<file path="src/rtl/decode_cycle.sv">
// RV32I decode stage: register file with write-through bypass, main/ALU decoders,
// immediate generation and the D/E pipeline register feeding execute.
module decode_cycle #(
    parameter int XLEN   = 32,
    parameter int REG_AW = 5
) (
    input  logic              clk,
    input  logic              rst,
    input  logic [31:0]       InstrD,
    input  logic [XLEN-1:0]   PCD,
    input  logic [XLEN-1:0]   PCPlus4D,
    input  logic              RegWriteW,
    input  logic [REG_AW-1:0] RDW,
    input  logic [XLEN-1:0]   ResultW,
    input  logic              FlushE,
    output logic              RegWriteE,
    output logic [1:0]        ResultSrcE,
    output logic              MemWriteE,
    output logic              JumpE,
    output logic              BranchE,
    output logic [2:0]        ALUControlE,
    output logic              ALUSrcE,
    output logic [XLEN-1:0]   RD1E,
    output logic [XLEN-1:0]   RD2E,
    output logic [XLEN-1:0]   ImmExtE,
    output logic [REG_AW-1:0] Rs1E,
    output logic [REG_AW-1:0] Rs2E,
    output logic [REG_AW-1:0] RdE,
    output logic [XLEN-1:0]   PCE,
    output logic [XLEN-1:0]   PCPlus4E,
    output logic              IllegalE
);

    localparam int NREGS = 1 << REG_AW;

    localparam logic [6:0] OP_LOAD   = 7'b0000011;
    localparam logic [6:0] OP_STORE  = 7'b0100011;
    localparam logic [6:0] OP_RTYPE  = 7'b0110011;
    localparam logic [6:0] OP_BRANCH = 7'b1100011;
    localparam logic [6:0] OP_ITYPE  = 7'b0010011;
    localparam logic [6:0] OP_JAL    = 7'b1101111;

    localparam logic [1:0] RES_ALU = 2'b00;
    localparam logic [1:0] RES_MEM = 2'b01;
    localparam logic [1:0] RES_PC4 = 2'b10;

    typedef enum logic [1:0] {
        IMM_I = 2'b00,
        IMM_S = 2'b01,
        IMM_B = 2'b10,
        IMM_J = 2'b11
    } immSrcT;

    typedef enum logic [1:0] {
        ALUOP_ADD   = 2'b00,
        ALUOP_SUB   = 2'b01,
        ALUOP_FUNCT = 2'b10
    } aluOpT;

    typedef enum logic [2:0] {
        ALU_ADD = 3'b000,
        ALU_SUB = 3'b001,
        ALU_AND = 3'b010,
        ALU_OR  = 3'b011,
        ALU_SLT = 3'b101
    } aluCtlT;

    // ------------------------------------------------------------------
    // Instruction fields
    // ------------------------------------------------------------------
    logic [6:0]        opcodeD;
    logic [2:0]        funct3D;
    logic              funct7b5D;
    logic [REG_AW-1:0] rs1D;
    logic [REG_AW-1:0] rs2D;
    logic [REG_AW-1:0] rdD;

    assign opcodeD   = InstrD[6:0];
    assign funct3D   = InstrD[14:12];
    assign funct7b5D = InstrD[30];
    assign rs1D      = InstrD[19:15];
    assign rs2D      = InstrD[24:20];
    assign rdD       = InstrD[11:7];

    // ------------------------------------------------------------------
    // Register file: x0 has no storage, x1..x31 cleared by reset
    // ------------------------------------------------------------------
    logic              wrEnW;
    logic [XLEN-1:0]   regWord [NREGS];

    assign wrEnW = RegWriteW && (RDW != '0);

    genvar gi;
    generate
        for (gi = 0; gi < NREGS; gi++) begin : gRegs
            if (gi == 0) begin : gZero
                assign regWord[gi] = '0;
            end else begin : gStore
                logic [XLEN-1:0] regQ;

                always_ff @(posedge clk) begin
                    if (rst) begin
                        regQ <= '0;
                    end else if (wrEnW && (RDW == REG_AW'(gi))) begin
                        regQ <= ResultW;
                    end
                end

                assign regWord[gi] = regQ;
            end
        end
    endgenerate

    // A write landing this cycle is visible to the instruction decoding now
    logic [XLEN-1:0] rd1D;
    logic [XLEN-1:0] rd2D;

    always_comb begin
        if (rs1D == '0) begin
            rd1D = '0;
        end else if (wrEnW && (RDW == rs1D)) begin
            rd1D = ResultW;
        end else begin
            rd1D = regWord[rs1D];
        end

        if (rs2D == '0) begin
            rd2D = '0;
        end else if (wrEnW && (RDW == rs2D)) begin
            rd2D = ResultW;
        end else begin
            rd2D = regWord[rs2D];
        end
    end

    // ------------------------------------------------------------------
    // Main decoder
    // ------------------------------------------------------------------
    logic       regWriteD;
    immSrcT     immSrcD;
    logic       immValidD;
    logic       aluSrcD;
    logic       memWriteD;
    logic [1:0] resultSrcD;
    logic       branchD;
    aluOpT      aluOpD;
    logic       jumpD;
    logic       illegalD;

    always_comb begin
        regWriteD  = 1'b0;
        immSrcD    = IMM_I;
        immValidD  = 1'b0;
        aluSrcD    = 1'b0;
        memWriteD  = 1'b0;
        resultSrcD = RES_ALU;
        branchD    = 1'b0;
        aluOpD     = ALUOP_ADD;
        jumpD      = 1'b0;
        illegalD   = 1'b0;

        case (opcodeD)
            OP_LOAD: begin
                regWriteD  = 1'b1;
                immSrcD    = IMM_I;
                immValidD  = 1'b1;
                aluSrcD    = 1'b1;
                resultSrcD = RES_MEM;
            end
            OP_STORE: begin
                immSrcD    = IMM_S;
                immValidD  = 1'b1;
                aluSrcD    = 1'b1;
                memWriteD  = 1'b1;
            end
            OP_RTYPE: begin
                regWriteD  = 1'b1;
                aluOpD     = ALUOP_FUNCT;
            end
            OP_BRANCH: begin
                immSrcD    = IMM_B;
                immValidD  = 1'b1;
                branchD    = 1'b1;
                aluOpD     = ALUOP_SUB;
            end
            OP_ITYPE: begin
                regWriteD  = 1'b1;
                immSrcD    = IMM_I;
                immValidD  = 1'b1;
                aluSrcD    = 1'b1;
                aluOpD     = ALUOP_FUNCT;
            end
            OP_JAL: begin
                regWriteD  = 1'b1;
                immSrcD    = IMM_J;
                immValidD  = 1'b1;
                resultSrcD = RES_PC4;
                jumpD      = 1'b1;
            end
            default: begin
                illegalD   = 1'b1;
            end
        endcase
    end

    // ------------------------------------------------------------------
    // ALU decoder: subtract only for R-type with funct7[5] set (addi has no sub)
    // ------------------------------------------------------------------
    aluCtlT aluControlD;

    always_comb begin
        aluControlD = ALU_ADD;
        case (aluOpD)
            ALUOP_ADD: aluControlD = ALU_ADD;
            ALUOP_SUB: aluControlD = ALU_SUB;
            ALUOP_FUNCT: begin
                case (funct3D)
                    3'b000:  aluControlD = (opcodeD[5] && funct7b5D) ? ALU_SUB : ALU_ADD;
                    3'b010:  aluControlD = ALU_SLT;
                    3'b110:  aluControlD = ALU_OR;
                    3'b111:  aluControlD = ALU_AND;
                    default: aluControlD = ALU_ADD;
                endcase
            end
            default: aluControlD = ALU_ADD;
        endcase
    end

    // ------------------------------------------------------------------
    // Immediate generation
    // ------------------------------------------------------------------
    logic [XLEN-1:0] immExtD;

    always_comb begin
        immExtD = '0;
        if (immValidD) begin
            case (immSrcD)
                IMM_I: immExtD = {{20{InstrD[31]}}, InstrD[31:20]};
                IMM_S: immExtD = {{20{InstrD[31]}}, InstrD[31:25], InstrD[11:7]};
                IMM_B: immExtD = {{20{InstrD[31]}}, InstrD[7], InstrD[30:25],
                                  InstrD[11:8], 1'b0};
                IMM_J: immExtD = {{12{InstrD[31]}}, InstrD[19:12], InstrD[20],
                                  InstrD[30:21], 1'b0};
                default: immExtD = '0;
            endcase
        end
    end

    // ------------------------------------------------------------------
    // D/E pipeline register; reset and flush both produce a bubble
    // ------------------------------------------------------------------
    always_ff @(posedge clk) begin
        if (rst || FlushE) begin
            RegWriteE   <= 1'b0;
            ResultSrcE  <= '0;
            MemWriteE   <= 1'b0;
            JumpE       <= 1'b0;
            BranchE     <= 1'b0;
            ALUControlE <= '0;
            ALUSrcE     <= 1'b0;
            RD1E        <= '0;
            RD2E        <= '0;
            ImmExtE     <= '0;
            Rs1E        <= '0;
            Rs2E        <= '0;
            RdE         <= '0;
            PCE         <= '0;
            PCPlus4E    <= '0;
            IllegalE    <= 1'b0;
        end else begin
            RegWriteE   <= regWriteD;
            ResultSrcE  <= resultSrcD;
            MemWriteE   <= memWriteD;
            JumpE       <= jumpD;
            BranchE     <= branchD;
            ALUControlE <= aluControlD;
            ALUSrcE     <= aluSrcD;
            RD1E        <= rd1D;
            RD2E        <= rd2D;
            ImmExtE     <= immExtD;
            Rs1E        <= rs1D;
            Rs2E        <= rs2D;
            RdE         <= rdD;
            PCE         <= PCD;
            PCPlus4E    <= PCPlus4D;
            IllegalE    <= illegalD;
        end
    end

endmodule
</file>
<file path="config.mk">
export PLATFORM = sky130hd
export DESIGN_NAME = decode_cycle
export DESIGN_NICKNAME = d
export VERILOG_FILES = /design/src/rtl/decode_cycle.sv
export SDC_FILE = /design/constraint.sdc
export NUM_CORES = 2
export LEC_CHECK = 0
export CAP_MARGIN = 20
export CORE_ASPECT_RATIO = 1.75
export CORE_MARGIN = 5
export CORE_UTILIZATION = 65
export CTS_CLUSTER_DIAMETER = 100
export DETAILED_ROUTE_END_ITERATION = 8
export GPL_TIMING_DRIVEN = 0
export HOLD_SLACK_MARGIN = 0.06
export PLACE_DENSITY = 0.86
export SYNTH_ARGS = -nofsm -noshare
export SYNTH_HDL_FRONTEND = slang
export SYNTH_SLANG_ARGS = --single-unit
</file>
<file path="constraint.sdc">
create_clock -name clk -period 6 [get_ports clk]
set_clock_uncertainty 0.1 [all_clocks]
set_input_delay 0.6 -clock clk [delete_from_list [all_inputs] [get_ports clk]]
set_output_delay 0.6 -clock clk [all_outputs]
set_load 0.05 [all_outputs]
</file>
==> reports/metrics.cfg, run 1 <==
[synthesis]
synth_area_mm2 = 0.05589
synthCells = 6393
avgSynthCellArea_um2 = 8.743
ys_types = 68
ys_async_sr_fraction = 0
synthFlopType = dfxtp_1
synth_nets = 6532
synth-seq-area-share = 0.4180
synth_edf_count = 0
synth_warnings = 0
ys_seq_elements = 1167

[clocking]
cts.sinks = 1167
numCtsBuffers = 100
root_buffer = clkbuf_16
htree_num_levels = 3
cts_buffer_depth = 3
post_cts_resized = 0
cts_setup_buffers = 0
cts_hold_buf = 0

[floorplan]
fp.dieH_um = 397.9
die_w_um = 231.7
start_util = 0.6541
rows = 142
ios = 323

[status]
status = did not finish
firstError = [ERROR GRT-0116] Global routing finished with congestion. Check the congestion regions in the DRC Viewer.
lastStage = 5_1_grt

[placement]
hpwl_mm = 248.3
place.gp.congestion = 1.364
port-buffer-count = 281

[global_route]
grt_pass1_wl_mm = 551.9
grt_overflow = 1301
grt_max_degree = 19
grt_usage = 0.8148
grt_pass1_vias = 66670

-- cells by family after synthesis --
| group | count (synthesis) | synth area share |
|---|---|---|
| AOI/OAI and AO/OA | 1391 | 0.1429 |
| DFF | 1167 | 0.4180 |
| xor gates and xnor gates | 10 | 0.001567 |
| muxes | 590 | 0.1982 |
| adders and majority gates | 2 | 0.0004476 |
| and+or+nand+nor | 2561 | 0.1816 |
| buffers and inverters | 672 | 0.05737 |
-- synthesized netlist by cell type, types with 29 or more instances --
master,instances,area [um^2]
a21oi_1,1037,5190
a221oi_1,74,648.1
a22oi_1,41,307.8
and2_1,89,556.8
buf_2,110,550.5
buf_4,42,315.3
buf_6,33,371.6
clkbuf_1,426,1599
clkbuf_2,29,145.1
dfxtp_1,1167,23360
mux2_2,72,810.8
mux2i_1,115,1151
mux4_2,393,8851
nand2_1,2148,8063
nand3_1,37,185.2
nor2_1,158,593.1
nor3_1,59,295.3
o22ai_1,68,425.4
-- metrics by stage --
step	setup slack, ns	cells	hold slack, ns	area, um^2	utilization
global placement	0.7679	7826	0.3465	60150	0.7038
CTS	1.605	8035	0.1311	64150	0.7506
detailed placement	0.8157	7854	0.3571	60540	0.7084
floorplan	3.589	6393	0.3390	55890	-
-- routing by layer --
layer / track usage / overflow
met1: 0.7884 / 30
met2: 0.9701 / 754
met3: 0.6912 / 58
met4: 0.8246 / 455
met5: 0.4084 / 4
==> run 2, diff against run 1 <==
==> config.mk (replaced) <==
export PLATFORM = sky130hd
export DESIGN_NAME = decode_cycle
export DESIGN_NICKNAME = d
export VERILOG_FILES = /design/src/rtl/decode_cycle.sv
export SDC_FILE = /design/constraint.sdc
export NUM_CORES = 2
export LEC_CHECK = 0
export CAP_MARGIN = 20
export CORE_MARGIN = 5
export CORE_UTILIZATION = 40
export DETAILED_ROUTE_END_ITERATION = 8
export GPL_TIMING_DRIVEN = 0
export PLACE_DENSITY_LB_ADDON = 0.15
export SYNTH_ARGS = -nofsm -noshare
export SYNTH_HDL_FRONTEND = slang
export SYNTH_SLANG_ARGS = --single-unit
==> run 2 against run 1 <==
Effect of this change: the flow now finishes, with violations (slew limit); area after synthesis unchanged; synthesized cell count unchanged.
==> reports/metrics.cfg, run 2 <==
[min_path]
hp-class = in -> reg

[synthesis]
synth_edf_count = 0  ; unchanged
synthCells = 6393  ; unchanged
synth_area_mm2 = 0.05589  ; unchanged
synthTopCellsByArea = dfxtp_1, mux4_2, nand2_1  ; unchanged
synth_top_area_frac = 0.4180  ; unchanged
ys_seq_elements = 1167  ; unchanged
ys_top_cells_by_count = nand2_1, dfxtp_1, a21oi_1, clkbuf_1, mux4_2  ; unchanged
avgSynthCellArea_um2 = 8.743  ; unchanged
synth_most_common_cell = nand2_1  ; unchanged
ys_types = 68  ; unchanged
ys_async_sr_fraction = 0  ; unchanged
synth_nets = 6532  ; unchanged
synth-seq-area-share = 0.4180  ; unchanged
yosys.area.top_type = dfxtp_1  ; unchanged
synthFlopType = dfxtp_1  ; unchanged
synth_warnings = 0  ; unchanged

[clocking]
cts_tree = done
cts_hold_buf = 0  ; unchanged
numCtsBuffers = 136  ; was 100
cts_buffer_depth = 3  ; unchanged
clk_pin_slew_worst_paths_ns = 0.06
post_cts_resized = 0  ; unchanged
clock_latency_ns = 0.84
cts.sinks = 1167  ; unchanged
htree_num_levels = 4  ; was 3
cts_setup_buffers = 0  ; unchanged
root_buffer = clkbuf_16  ; unchanged

[placement]
place_inst = 8617  ; was 7854
port-buffer-count = 281  ; unchanged
hpwl_mm = 301.7  ; was 248.3 mm
place_area_mm2 = 0.06206  ; was 0.06054 mm^2
place.gp.congestion = 1.147  ; was 1.364

[pwr]
ir_worst_vdd_mv = 0.2393
p_leak_nw = 22.34
internal_power_mw = 13.42
netSwitchingFraction = 0.2992
power_mw = 19.15
clockPowerShare = 0.457
p_seq_frac = 0.412
switchingPower_mw = 5.728
p_per_area_mw_per_mm2 = 286.2
combPwrFrac = 0.131

[global_route]
grt_max_degree = 17
grt_pass1_vias = 53020
grt_pass1_wl_mm = 505.7
grt_overflow = 0
antenna_found_initial = 59
grt_usage = 0.5202

[sta]
rsz0062_at_grt = no
fin_crit_sh = 0.8510
tightest_slew_ns = 1.558
timing.slew.headroom = -0.03893
fmax_mhz = 195.9
hold_viol = 0
setup_violations = 0
drv_slew = 2
period_needed_ns = 5.106

[detailed_routing]
first_iter_violations = 11390
vias = 59950
postRouteWirelength_mm = 396.5
vias_per_cell = 6.726
drtPass1Iterations = 9
wl_per_cell_um = 44.49
drc = 0
postRouteAntennaNets = 0

[setup_path]
timing.critical_path.mode_cell = buf_2
critPathMaxFanout = 11
critPathKind = in -> reg
arrival_ns = 5.65
end_kind = flip-flop
crit_required_ns = 6.54
crit_path_start_kind = input pin
critPathBufInv = 5
crit_chain = clkdlybuf4s50_1 > buf_2 > clkbuf_1 > buf_8 > buf_2 > nor2_1 > a221oi_1 > o211ai_1 > a21oi_1
slowest_delay_ns = 1.16
critical-path-top-delay-family = buffers and inverters
cpMaxStageDelayCell = a221oi_1

[cells_and_area]
final_common_cell = nand2_1
stdcell_count = 8913
largest_reg_flops = 992
postLayoutCellArea_mm2 = 0.06690
fin_nets = 7033
layout-drive-gt1-share = 0.1453
final_cell_mix = nand2_1, dfxtp_1, a21oi_1
top_register = gRegs.gStore.regQ
syn_to_final_growth_pct = 19.69

[status]
status = finished with violations  ; was did not finish
violations = slew limit

[floorplan]
coreArea_mm2 = 0.1392
fp.dieH_um = 383.8  ; was 397.9 um
die-area_mm2 = 0.1473
rows = 137  ; was 142
ios = 323  ; unchanged
start_util = 0.4016  ; was 0.6541
die_w_um = 383.8  ; was 231.7 um

[job]
drv_cap = 0

run 2: cell counts after synthesis:
No cell type changed its count.
run 2: cells by family (layout without fill, tap and decap cells):
kind of cell,count (synthesis),in the layout,synth area share
mux,590,590,0.1982
xor+xnor,10,10,0.001567
simple gates,2561,2561,0.1816
flops,1167,1167,0.4180
compound gates,1391,1391,0.1429
other cells,0,39,0
buf+inv,672,1277,0.05737
fa+ha+maj,2,2,0.0004476
run 2: worst paths after layout:
path / startpoint / end / slack, ns / depth (start not counted)
worst max register to register: gRegs[1].gStore.regQ[24]$_SDFFE_PP0P_ / RD2E[24]$_SDFF_PP0_ / 2.53 / 5
worst max-delay path: InstrD[17] / RD1E[15]$_SDFF_PP0_ / 0.89 / 9
worst min register to register: gRegs[26].gStore.regQ[25]$_SDFFE_PP0P_ / gRegs[26].gStore.regQ[25]$_SDFFE_PP0P_ / 0.36 / 2
worst min-delay path: ResultW[9] / gRegs[4].gStore.regQ[9]$_SDFFE_PP0P_ / 0.05 / 3
run 2: power by group through the flow:
stage                     logic, mW  clock network (mW)  registers, mW
after floorplan               0.864                   0           8.17
after global placement         2.22                   0           8.05
after detailed placement       2.29                   0           8.06
after CTS                      2.29                8.66           7.89
after global routing           2.38                8.99           7.89
final                          2.50                8.76           7.89
run 2: tightest hold or removal path, delay by kind of cell:
kind                   cells  cell delay, ns
and+or+nand+nor            1            0.10
buffers and inverters      1            0.17
AOI/OAI and AO/OA          1            0.06
run 2: final cells by class:
| type | count | area (um^2) |
|---|---|---|
| Antenna cell | 39 | 97.59 |
| Buffer | 663 | 3183 |
| Clock buffer | 195 | 3949 |
| Clock inverter | 47 | 613.1 |
| Fill cell | 13630 | 72290 |
| Inverter | 9 | 33.78 |
| Multi-Input combinational cell | 4554 | 29370 |
| Sequential cell | 1167 | 23360 |
| Tap cell | 1876 | 2347 |
| Timing Repair Buffer | 363 | 3949 |
run 2: stage by stage:
| step | TNS [ns] | utilization | worst slack (ns) | hold WS, ns |
|---|---|---|---|---|
| floorplan | 0 | - | 3.589 | 0.3390 |
| global placement | -0.1701 | 0.4386 | -0.1220 | 0.3484 |
| detailed placement | 0 | 0.4459 | 0.6342 | 0.3567 |
| CTS | 0 | 0.4787 | 1.448 | 0.04862 |
| global route | 0 | 0.4800 | 1.272 | 0.06555 |
| finish | 0 | 0.4806 | 0.8941 | 0.04715 |
run 2: per-layer routing:
metal  GRT usage  part of all wire
met4      0.4360              0.11
met5    0.008267            0.0015
met2      0.6975              0.38
met3      0.2741              0.16
met1      0.6055              0.35
(Power assumes the default switching activity.)
